$ cat config.mk
export PLATFORM = sky130hd
export DESIGN_NAME = id_issue_ctrl
export DESIGN_NICKNAME = d
export VERILOG_FILES = /design/src/rtl/id_issue_ctrl_pkg.sv /design/src/rtl/id_scoreboard.sv /design/src/rtl/id_issue_ctrl.sv
export SDC_FILE = /design/constraint.sdc
export NUM_CORES = 1
export LEC_CHECK = 0
export ABC_AREA = 1
export BUFFER_PORTS_ARGS = -buffer_cell sky130_fd_sc_hd__clkbuf_2
export CAP_MARGIN = 20
export CORE_UTILIZATION = 55
export DETAILED_ROUTE_END_ITERATION = 6
export GPL_TIMING_DRIVEN = 1
export PLACE_DENSITY = 0.81
export SETUP_SLACK_MARGIN = 0.1
export SYNTH_ARGS = -nofsm -noshare
export SYNTH_HDL_FRONTEND = slang
export SYNTH_SLANG_ARGS = --single-unit
$ cat constraint.sdc
create_clock -name clk -period 2.8 [get_ports clk]
set_input_delay 0.42 -clock clk [delete_from_list [all_inputs] [get_ports clk]]
set_output_delay 0.42 -clock clk [all_outputs]
set_load 0.01 [all_outputs]
$ cat src/rtl/id_issue_ctrl_pkg.sv
// Shared types and widths for the ID-stage issue controller: FSM state
// encodings, ID bus widths and GPR count/index width.
package id_issue_ctrl_pkg;
  localparam int XLEN        = 32;
  localparam int GPR_NUM     = 32;
  localparam int GPR_IDX_W   = 5;
  localparam int SB_CNT_W    = 2;
  localparam int STALL_CNT_W = 16;

  // EX, MEM and WB can each hold one writer of the same register
  localparam logic [SB_CNT_W-1:0] SB_CNT_MAX = 2'd3;

  typedef enum logic [1:0] {
    ID_EMPTY = 2'b00,
    ID_HOLD  = 2'b01,
    ID_STALL = 2'b10
  } id_state_e;

  typedef struct packed {
    logic [XLEN-1:0] pc;
    logic [XLEN-1:0] inst;
  } id_bus_t;
endpackage

$ cat src/rtl/id_scoreboard.sv
// Per-GPR pending-writer counters with clear/inc/dec and two busy lookups.
module id_scoreboard
  import id_issue_ctrl_pkg::*;
(
  input  logic                 clk,
  input  logic                 rst_n,
  input  logic                 clr_i,
  input  logic                 inc_i,
  input  logic [GPR_IDX_W-1:0] inc_rd_i,
  input  logic                 dec_i,
  input  logic [GPR_IDX_W-1:0] dec_rd_i,
  input  logic [GPR_IDX_W-1:0] rj_i,
  input  logic [GPR_IDX_W-1:0] rk_i,
  output logic                 rj_busy_o,
  output logic                 rk_busy_o
);

  logic [GPR_NUM-1:0][SB_CNT_W-1:0] cnt_q, cnt_d;

  always_comb begin
    cnt_d = cnt_q;
    if (clr_i) begin
      cnt_d = '0;
    end else begin
      // r0 is hardwired, its counter stays zero
      for (int r = 1; r < GPR_NUM; r++) begin
        if (inc_i && inc_rd_i == GPR_IDX_W'(r) && !(dec_i && dec_rd_i == GPR_IDX_W'(r)))
          cnt_d[r] = cnt_q[r] + 1'b1;
        else if (dec_i && dec_rd_i == GPR_IDX_W'(r) && !(inc_i && inc_rd_i == GPR_IDX_W'(r)))
          cnt_d[r] = cnt_q[r] - 1'b1;
      end
    end
  end

  always_ff @(posedge clk or negedge rst_n) begin
    if (!rst_n) cnt_q <= '0;
    else        cnt_q <= cnt_d;
  end

  assign rj_busy_o = (rj_i != '0) && (cnt_q[rj_i] != '0);
  assign rk_busy_o = (rk_i != '0) && (cnt_q[rk_i] != '0);

  a_sb_overflow: assert property (@(posedge clk) disable iff (!rst_n)
    (inc_i && !clr_i && inc_rd_i != '0 && !(dec_i && dec_rd_i == inc_rd_i))
      |-> cnt_q[inc_rd_i] != SB_CNT_MAX);

  a_sb_underflow: assert property (@(posedge clk) disable iff (!rst_n)
    (dec_i && !clr_i && dec_rd_i != '0 && !(inc_i && inc_rd_i == dec_rd_i))
      |-> cnt_q[dec_rd_i] != '0);

endmodule

$ cat src/rtl/id_issue_ctrl.sv
// Decode-stage issue controller: holds the IF instruction, checks RAW hazards
// against in-flight writers and issues to EX. ID_FORWARD_EN selects load-use-only stalls.
module id_issue_ctrl
  import id_issue_ctrl_pkg::*;
(
  input  logic                   clk,
  input  logic                   rst_n,
  input  logic                   if_valid_i,
  input  logic [XLEN-1:0]        if_pc_i,
  input  logic [XLEN-1:0]        if_inst_i,
  output logic                   id_allowin_o,
  output logic [XLEN-1:0]        dec_inst_o,
  input  logic [GPR_IDX_W-1:0]   dec_rj_i,
  input  logic [GPR_IDX_W-1:0]   dec_rk_i,
  input  logic [GPR_IDX_W-1:0]   dec_rd_i,
  input  logic                   dec_rj_use_i,
  input  logic                   dec_rk_use_i,
  input  logic                   dec_rf_we_i,
  input  logic                   ex_allowin_i,
  output logic                   id_to_ex_valid_o,
  output logic [XLEN-1:0]        id_pc_o,
  output logic [XLEN-1:0]        id_inst_o,
  input  logic                   ex_load_valid_i,
  input  logic [GPR_IDX_W-1:0]   ex_load_rd_i,
  input  logic                   wb_retire_i,
  input  logic                   wb_rf_we_i,
  input  logic [GPR_IDX_W-1:0]   wb_rd_i,
  input  logic                   br_taken_i,
  input  logic                   flush_i,
  output logic [STALL_CNT_W-1:0] stall_cnt_o
);

  id_state_e              state_q, state_d;
  id_bus_t                bus_q, bus_d;
  logic [STALL_CNT_W-1:0] stall_cnt_q, stall_cnt_d;

  logic valid, hazard, issue, allowin, load;
  logic rj_busy, rk_busy, sb_rj_busy, sb_rk_busy;
  logic sb_inc, sb_dec;

  assign valid   = (state_q != ID_EMPTY);
  assign hazard  = valid && ((dec_rj_use_i && rj_busy) || (dec_rk_use_i && rk_busy));
  assign issue   = valid && !hazard && ex_allowin_i && !br_taken_i && !flush_i;
  assign allowin = !valid || issue || br_taken_i || flush_i;
  assign load    = if_valid_i && allowin && !flush_i && !br_taken_i;

  assign sb_inc = issue && dec_rf_we_i && (dec_rd_i != '0);
  assign sb_dec = wb_retire_i && wb_rf_we_i && (wb_rd_i != '0);

  id_scoreboard u_sb (
    .clk       (clk),
    .rst_n     (rst_n),
    .clr_i     (flush_i),
    .inc_i     (sb_inc),
    .inc_rd_i  (dec_rd_i),
    .dec_i     (sb_dec),
    .dec_rd_i  (wb_rd_i),
    .rj_i      (dec_rj_i),
    .rk_i      (dec_rk_i),
    .rj_busy_o (sb_rj_busy),
    .rk_busy_o (sb_rk_busy)
  );

`ifdef ID_FORWARD_EN
  // Everything but a load in EX is forwarded; counters only feed the assertions
  logic unused_sb_busy;
  assign unused_sb_busy = sb_rj_busy ^ sb_rk_busy;
  assign rj_busy = ex_load_valid_i && (ex_load_rd_i == dec_rj_i) && (dec_rj_i != '0);
  assign rk_busy = ex_load_valid_i && (ex_load_rd_i == dec_rk_i) && (dec_rk_i != '0);
`else
  logic unused_ex_load;
  assign unused_ex_load = ex_load_valid_i ^ (^ex_load_rd_i);
  assign rj_busy = sb_rj_busy;
  assign rk_busy = sb_rk_busy;
`endif

  always_comb begin
    state_d = state_q;
    unique case (state_q)
      ID_EMPTY: if (load) state_d = ID_HOLD;
      ID_HOLD, ID_STALL: begin
        if (load)                   state_d = ID_HOLD;
        else if (issue || br_taken_i) state_d = ID_EMPTY;
        else                        state_d = hazard ? ID_STALL : ID_HOLD;
      end
      default: state_d = ID_EMPTY;
    endcase
    if (flush_i) state_d = ID_EMPTY;
  end

  always_comb begin
    bus_d = bus_q;
    if (load) begin
      bus_d.pc   = if_pc_i;
      bus_d.inst = if_inst_i;
    end
  end

  // A flushed cycle is not a hazard stall even if the dependency was live
  always_comb begin
    stall_cnt_d = stall_cnt_q;
    if (hazard && !flush_i && stall_cnt_q != '1) stall_cnt_d = stall_cnt_q + 1'b1;
  end

  always_ff @(posedge clk or negedge rst_n) begin
    if (!rst_n) begin
      state_q     <= ID_EMPTY;
      bus_q       <= '0;
      stall_cnt_q <= '0;
    end else begin
      state_q     <= state_d;
      bus_q       <= bus_d;
      stall_cnt_q <= stall_cnt_d;
    end
  end

  assign id_allowin_o     = allowin;
  assign id_to_ex_valid_o = issue;
  assign dec_inst_o       = bus_q.inst;
  assign id_pc_o          = bus_q.pc;
  assign id_inst_o        = bus_q.inst;
  assign stall_cnt_o      = stall_cnt_q;

endmodule

== Yosys cells after proc, flatten, opt, wreduce, memory -nomap -nowiden ==
Index checks and enable logic that the tools add are counted.

* Flip-flop bits (word level): 144
* Bits of input ports: 101
* Output and inout bits: 114
* Word-level logic and storage cells: 492

* Reductions and logical operators: 253
* Equality and inequality tests: 66
* Mux-type cells: 73
* $lt $le $gt $ge: 2
* Add/sub/neg operators: 63

{| class="wikitable"
|+ Operator list
! operator !! count
|-
| 5-bit == test (second input constant) || 32
|-
| 1-bit logical AND || 142
|-
| 2-bit 2-to-1 mux || 69
|-
| 3-bit nonzero test || 31
|-
| 5-bit by 4-bit == test with 1-bit output (second input constant) || 16
|-
| 1-bit zero test || 66
|-
| 2-bit by 1-bit adder with 2-bit output (second input constant) || 31
|-
| 62-bit 2-to-1 mux || 1
|-
| 2-bit by 1-bit subtractor with 2-bit output (second input constant) || 31
|-
| 5-bit by 3-bit == test with 1-bit output (second input constant) || 8
|-
| 2-bit binary-select mux with 5-bit select || 2
|-
| 5-bit by 2-bit == test with 1-bit output (second input constant) || 4
|-
| 5-bit nonzero test || 4
|-
| 16-bit by 1-bit adder with 16-bit output (second input constant) || 1
|-
| 16-bit != test (second input constant) || 1
|-
| 5-bit by 6-bit < comparator with 1-bit output (second input constant) || 2
|-
| 5-bit by 1-bit == test with 1-bit output (second input constant) || 2
|-
| 2-bit nonzero test || 3
|-
| 1-bit logical OR || 5
|-
| 2-bit case mux with 2 select lines || 1
|-
| 3-bit != test (second input constant) || 1
|-
| 2-bit by 1-bit == test with 1-bit output (second input constant) || 1
|-
| 2-bit == test (second input constant) || 1
|-
| 2-bit zero test || 1
|-
| 2-bit OR reduction || 1
|}

== Logic depth before layout (Yosys ltp) ==
* Depth after elaboration: 21
* Gate-level depth with buffers: 20
* Mapped depth without buffers: 18

== Hierarchy ==
Synthesis repeated with hierarchy kept, for this count alone.

* Cell total of the unflattened synthesis: 1,275
* Area total of the unflattened synthesis: 8,968.6 sq um

{| class="wikitable"
|+ Modules (own cells, without submodules)
! module !! cells an instance !! sequential area each (sq um) !! area each (sq um) !! times used
|-
| id_scoreboard || 790 || 1,551.5 || 4,936.0 || 1
|-
| id_issue_ctrl || 485 || 2,052.0 || 4,032.6 || 1
|}

== Worst setup path before layout ==
No wires, ideal clock.

* Path type: in2out
* Start point: input port dec_rj_i[1]
* End point: output port id_allowin_o
* Setup slack: 655 ps
* Stages on the path: 14
* Required time: 2,380 ps
* Path buffers: 2
* Arrival time: 1,725 ps
* Path through: buf_4 > inv_2 > nand2_4 > inv_2 > a21oi_1 > nand3_1 > nand3_1 > nand3_2 > nand3_4 > nand3_4 > nand2_1 > inv_2 > nand2_1 > buf_2

* Longest elaborated chain between the ends: 15
* Elaborated cells on any way between the ends: 16
* Classes of those cells: mux (2); reduce/logical (14)

{| class="wikitable"
|+ RTL lines
! element !! line !! source
|-
| from (decl) || id_issue_ctrl.sv:13 || <nowiki>input logic [GPR_IDX_W-1:0] dec_rj_i,</nowiki>
|-
| 2-bit binary-select mux with 5-bit select || id_scoreboard.sv:40 || <nowiki>assign rj_busy_o = (rj_i != '0) && (cnt_q[rj_i] != '0);</nowiki>
|-
| 2-bit 2-to-1 mux (implied by the code) || id_scoreboard.sv:40 ||
|-
| 2-bit nonzero test || id_scoreboard.sv:40 ||
|-
| 1-bit logical AND * || id_scoreboard.sv:40 ||
|-
| 1-bit logical AND * || id_issue_ctrl.sv:42 || <nowiki>assign hazard = valid && ((dec_rj_use_i && rj_busy) || (dec_rk_use_i && rk_busy));</nowiki>
|-
| 1-bit logical OR * || id_issue_ctrl.sv:42 ||
|-
| 1-bit logical AND * || id_issue_ctrl.sv:42 ||
|-
| 1-bit zero test * || id_issue_ctrl.sv:43 || <nowiki>assign issue = valid && !hazard && ex_allowin_i && !br_taken_i && !flush_i;</nowiki>
|-
| 1-bit logical AND * (4 in a row) || id_issue_ctrl.sv:43 ||
|-
| 1-bit logical OR * (3 in a row) || id_issue_ctrl.sv:44 || <nowiki>assign allowin = !valid || issue || br_taken_i || flush_i;</nowiki>
|-
| to (decl) || id_issue_ctrl.sv:11 || <nowiki>output logic id_allowin_o,</nowiki>
|}

Every way passes the cells marked *; elsewhere a longest branch is shown, timed or not. The select of a mux whose other input is x is not followed.

== Worst setup path in the final report ==
* Start point: register u_sb.cnt_q[12] (netlist bit)
* End point: output port id_allowin_o

* Longest elaborated chain between the ends: 15
* Elaborated cells on any way between the ends: 20
* Classes of those cells: mux (4); reduce/logical (16)

{| class="wikitable"
|+ RTL lines
! element !! line !! source
|-
| from (decl) || id_scoreboard.sv:18 || <nowiki>logic [GPR_NUM-1:0][SB_CNT_W-1:0] cnt_q, cnt_d;</nowiki>
|-
| from (signal assigned) || id_scoreboard.sv:37 || <nowiki>else cnt_q <= cnt_d;</nowiki>
|-
| 2-bit binary-select mux with 5-bit select (on tied branches) || id_scoreboard.sv:40, id_scoreboard.sv:41 ||
|-
| 2-bit 2-to-1 mux (on tied branches) || id_scoreboard.sv:40, id_scoreboard.sv:41 ||
|-
| 2-bit nonzero test (on tied branches) || id_scoreboard.sv:40, id_scoreboard.sv:41 ||
|-
| 1-bit logical AND (on tied branches) || id_scoreboard.sv:40, id_scoreboard.sv:41 ||
|-
| 1-bit logical AND || id_issue_ctrl.sv:42 ||
|-
| 1-bit logical OR * || id_issue_ctrl.sv:42 ||
|-
| 1-bit logical AND * || id_issue_ctrl.sv:42 ||
|-
| 1-bit zero test * || id_issue_ctrl.sv:43 ||
|-
| 1-bit logical AND * (4 in a row) || id_issue_ctrl.sv:43 ||
|-
| 1-bit logical OR * (3 in a row) || id_issue_ctrl.sv:44 ||
|}

Marks and branches as above.

==> run metrics <==
commonest non-fill, non-tap cell in the layout nand2_1; filler cell count in the final layout 1432; syn avg cell area 6.78 um2; final critical-path share of the clock period 0.909; first-pass GRT wire length 42.2 mm; HPWL Detailed 19.3 mm; max-cap viol count 0; CP dominant cell by count nand2_1; vias in the first global route 8586; CTS buffer count 17; Pwr Density 597 nW/um2; CP max FO 4; Longest Clk Path Bufs 2; sequential area share after synthesis 0.383; gp weighted congestion 0.955; Initial DRC Count 835; clock skew 11.2 ps; CTS H-tree depth 4; RSZ-0062 raised after global routing no; Yosys warning count 0; peak supply drop 428 uV; largest net degree at the start of global routing 61; worst stage delay on the critical path 440 ps; post-synth top area share 0.383; Clock Sink Count 144; Hold/Removal Path Class in -> reg; # IOs 215; # setup viols final 0; Critical Path RT 2380 ps; Final Worst Setup Slack 255 ps; Critical Path Sink Type output port; CTS tree done; Final Hold Viols 0; tightest slew margin relative to the limit 0.489; FF-to-FF Start u_sb.cnt_q[12]; pre-CTS WS 171 ps; Worst setup SP type register; reg-to-reg slack, setup 260 ps; Syn Inst Count 1387; Critical Path AT 2120 ps; antenna-violating nets left 0; dominant synthesized flop cell dfrtp_1; CP endpoint id_allowin_o; Async SR Flop Fraction 1.00; crit path from u_sb.cnt_q[12]; WL final 26.2 mm; register bit total from synthesis 144; drt drc 0; Distinct cells, synth 37; Final nets 1669; synth top area cells dfrtp_1 (38%), nand2_1 (18%), nand3_1 (9.0%), inv_1 (6.4%), nor2_1 (6.0%); diode count 0; initial antenna violation count 0; Std-Cell Rows 47; post-synthesis cell area 9400 um2; Slew @ Worst Pin 759 ps; FF/Latch Area 3610 um2; CORE AREA 16600 um2; most frequent cells in the layout nand2_1 (449), clkbuf_2 (206), nand3_1 (169), inv_1 (158), dfrtp_1 (142); setup_tns 0 ps; Post-synth EDFFs 0; Via density 5.32; min Tclk post-route 2540 ps; Syn Nets 1491; Worst R2R End u_sb.cnt_q[23]; share of layout cells above drive strength 1 0.214; grt ovf 0; CTS root buf clkbuf_16; Crit Path Class reg -> out; Layout area overhead 19.7%; Pins Over Slew Limit 0; vias post-DR 9569; total track usage 0.304; Reg2Reg Depth 17; Lkg Pwr 5.96 nW; WL/cell 14.6 um; leading area contributor after synthesis dfrtp_1; Die Area 17600 um2; final hold slack 220 ps; Die Y 133 um; clock slew at reported path FFs 70 ps; Buffers on Ports 208; worst path cell trace nor2_4 -> nand2_1 -> nand3_1 -> nand2_1 -> nand2_1 -> nand3_1 -> nand2_1 -> nand2_1 -> nand3_4 -> nand3_4 -> nand2_1 -> inv_2 -> nand2_4 -> buf_2; Chip Width 133 um; multi-input combinational cell area 4780 um2; critical path's slowest cell dfrtp_1; fmax 0.393 GHz; Starting Density 0.565; Pre-antenna DRT Iters 5; status completed; clock latency on the worst-skew pair 430 ps
[report_power, final]
group | switching, W | internal (W)
clock | 0.00102 | 0.00127
combinational | 0.00110 | 0.000656
sequential | 0.000259 | 0.00241
total | 0.00238 | 0.00433
[cells by family after synthesis]
logic type	share of synthesized area
adders and majority gates	0.00399
buffers and inverters	0.120
AOI/OAI and AO/OA	0.0423
xor gates and xnor gates	0.0363
and+or+nand+nor	0.414
DFF	0.383
[per-layer routing]
metal / vias to the layer above / share of wire / track usage
li1: 4734 / - / -
met1: 4407 / 0.42 / 0.385
met2: 374 / 0.49 / 0.516
met3: 54 / 0.058 / 0.0425
met4: 0 / 0.030 / 0.135
met5: - / 0 / 0
[synthesized netlist by cell type (all sizes together), types with 6 or more instances]
master,count
nand2,454
nand3,192
inv,169
nor2,155
dfrtp,144
buf,67
nand4,58
o21ai,46
xor2,36
a21oi,27
clkbuf,12
nor3,6
[cell type report]
| cell class | instances | area share |
|---|---|---|
| Multi-Input combinational cell | 993 | 0.425 |
| Sequential cell | 144 | 0.321 |
| Timing Repair Buffer | 238 | 0.120 |
| Inverter | 171 | 0.0571 |
| Clock buffer | 17 | 0.0378 |
| Tap cell | 220 | 0.0245 |
| Clock inverter | 15 | 0.0151 |
[registers in the layout (all words and copies together) (netlist names)]
signal       count
stall_cnt_o     16
dec_inst_o      32
id_pc_o         32
u_sb.cnt_q      62
state_q          2
[critical path: cells and delay by family (launching register included)]
| family | cells | cell delay [ps] |
|---|---|---|
| simple gates | 12 | 1050 |
| buf+inv | 2 | 190 |
| flops | 1 | 440 |
[repair_timing]
action | in CTS | in global routing
gates resized for setup | 7 | 28
endpoints found under the hold margin | 45 | 0
setup endpoints to repair | 1 | 3
pin swaps | 0 | 3
buffers inserted | 0 | 5
cloned | 0 | 0
hold buffers | 1 | 0
[metrics by stage]
stage | instances | util | total power [W] | area [um2]
after floorplan | 1387 | - | 0.00380 | 9400
after global placement | 1760 | 0.631 | 0.00437 | 10500
after detailed placement | 1760 | 0.631 | 0.00442 | 10500
after CTS | 1793 | 0.668 | 0.00672 | 11100
after global routing | 1798 | 0.676 | 0.00710 | 11200
final | 1798 | 0.676 | 0.00672 | 11200
[worst min path at each step]
stage	from	slack (ps)	to	cells after the start
after floorplan	rst_n	120	dec_inst_o[0]	0
after global placement	rst_n	380	id_pc_o[24]	1
after detailed placement	rst_n	380	id_pc_o[24]	1
after CTS	if_inst_i[23]	200	dec_inst_o[23]	3
after global routing	if_pc_i[0]	210	id_pc_o[0]	3
final	if_pc_i[3]	220	id_pc_o[3]	3
Power figures use the tool's default switching activity.
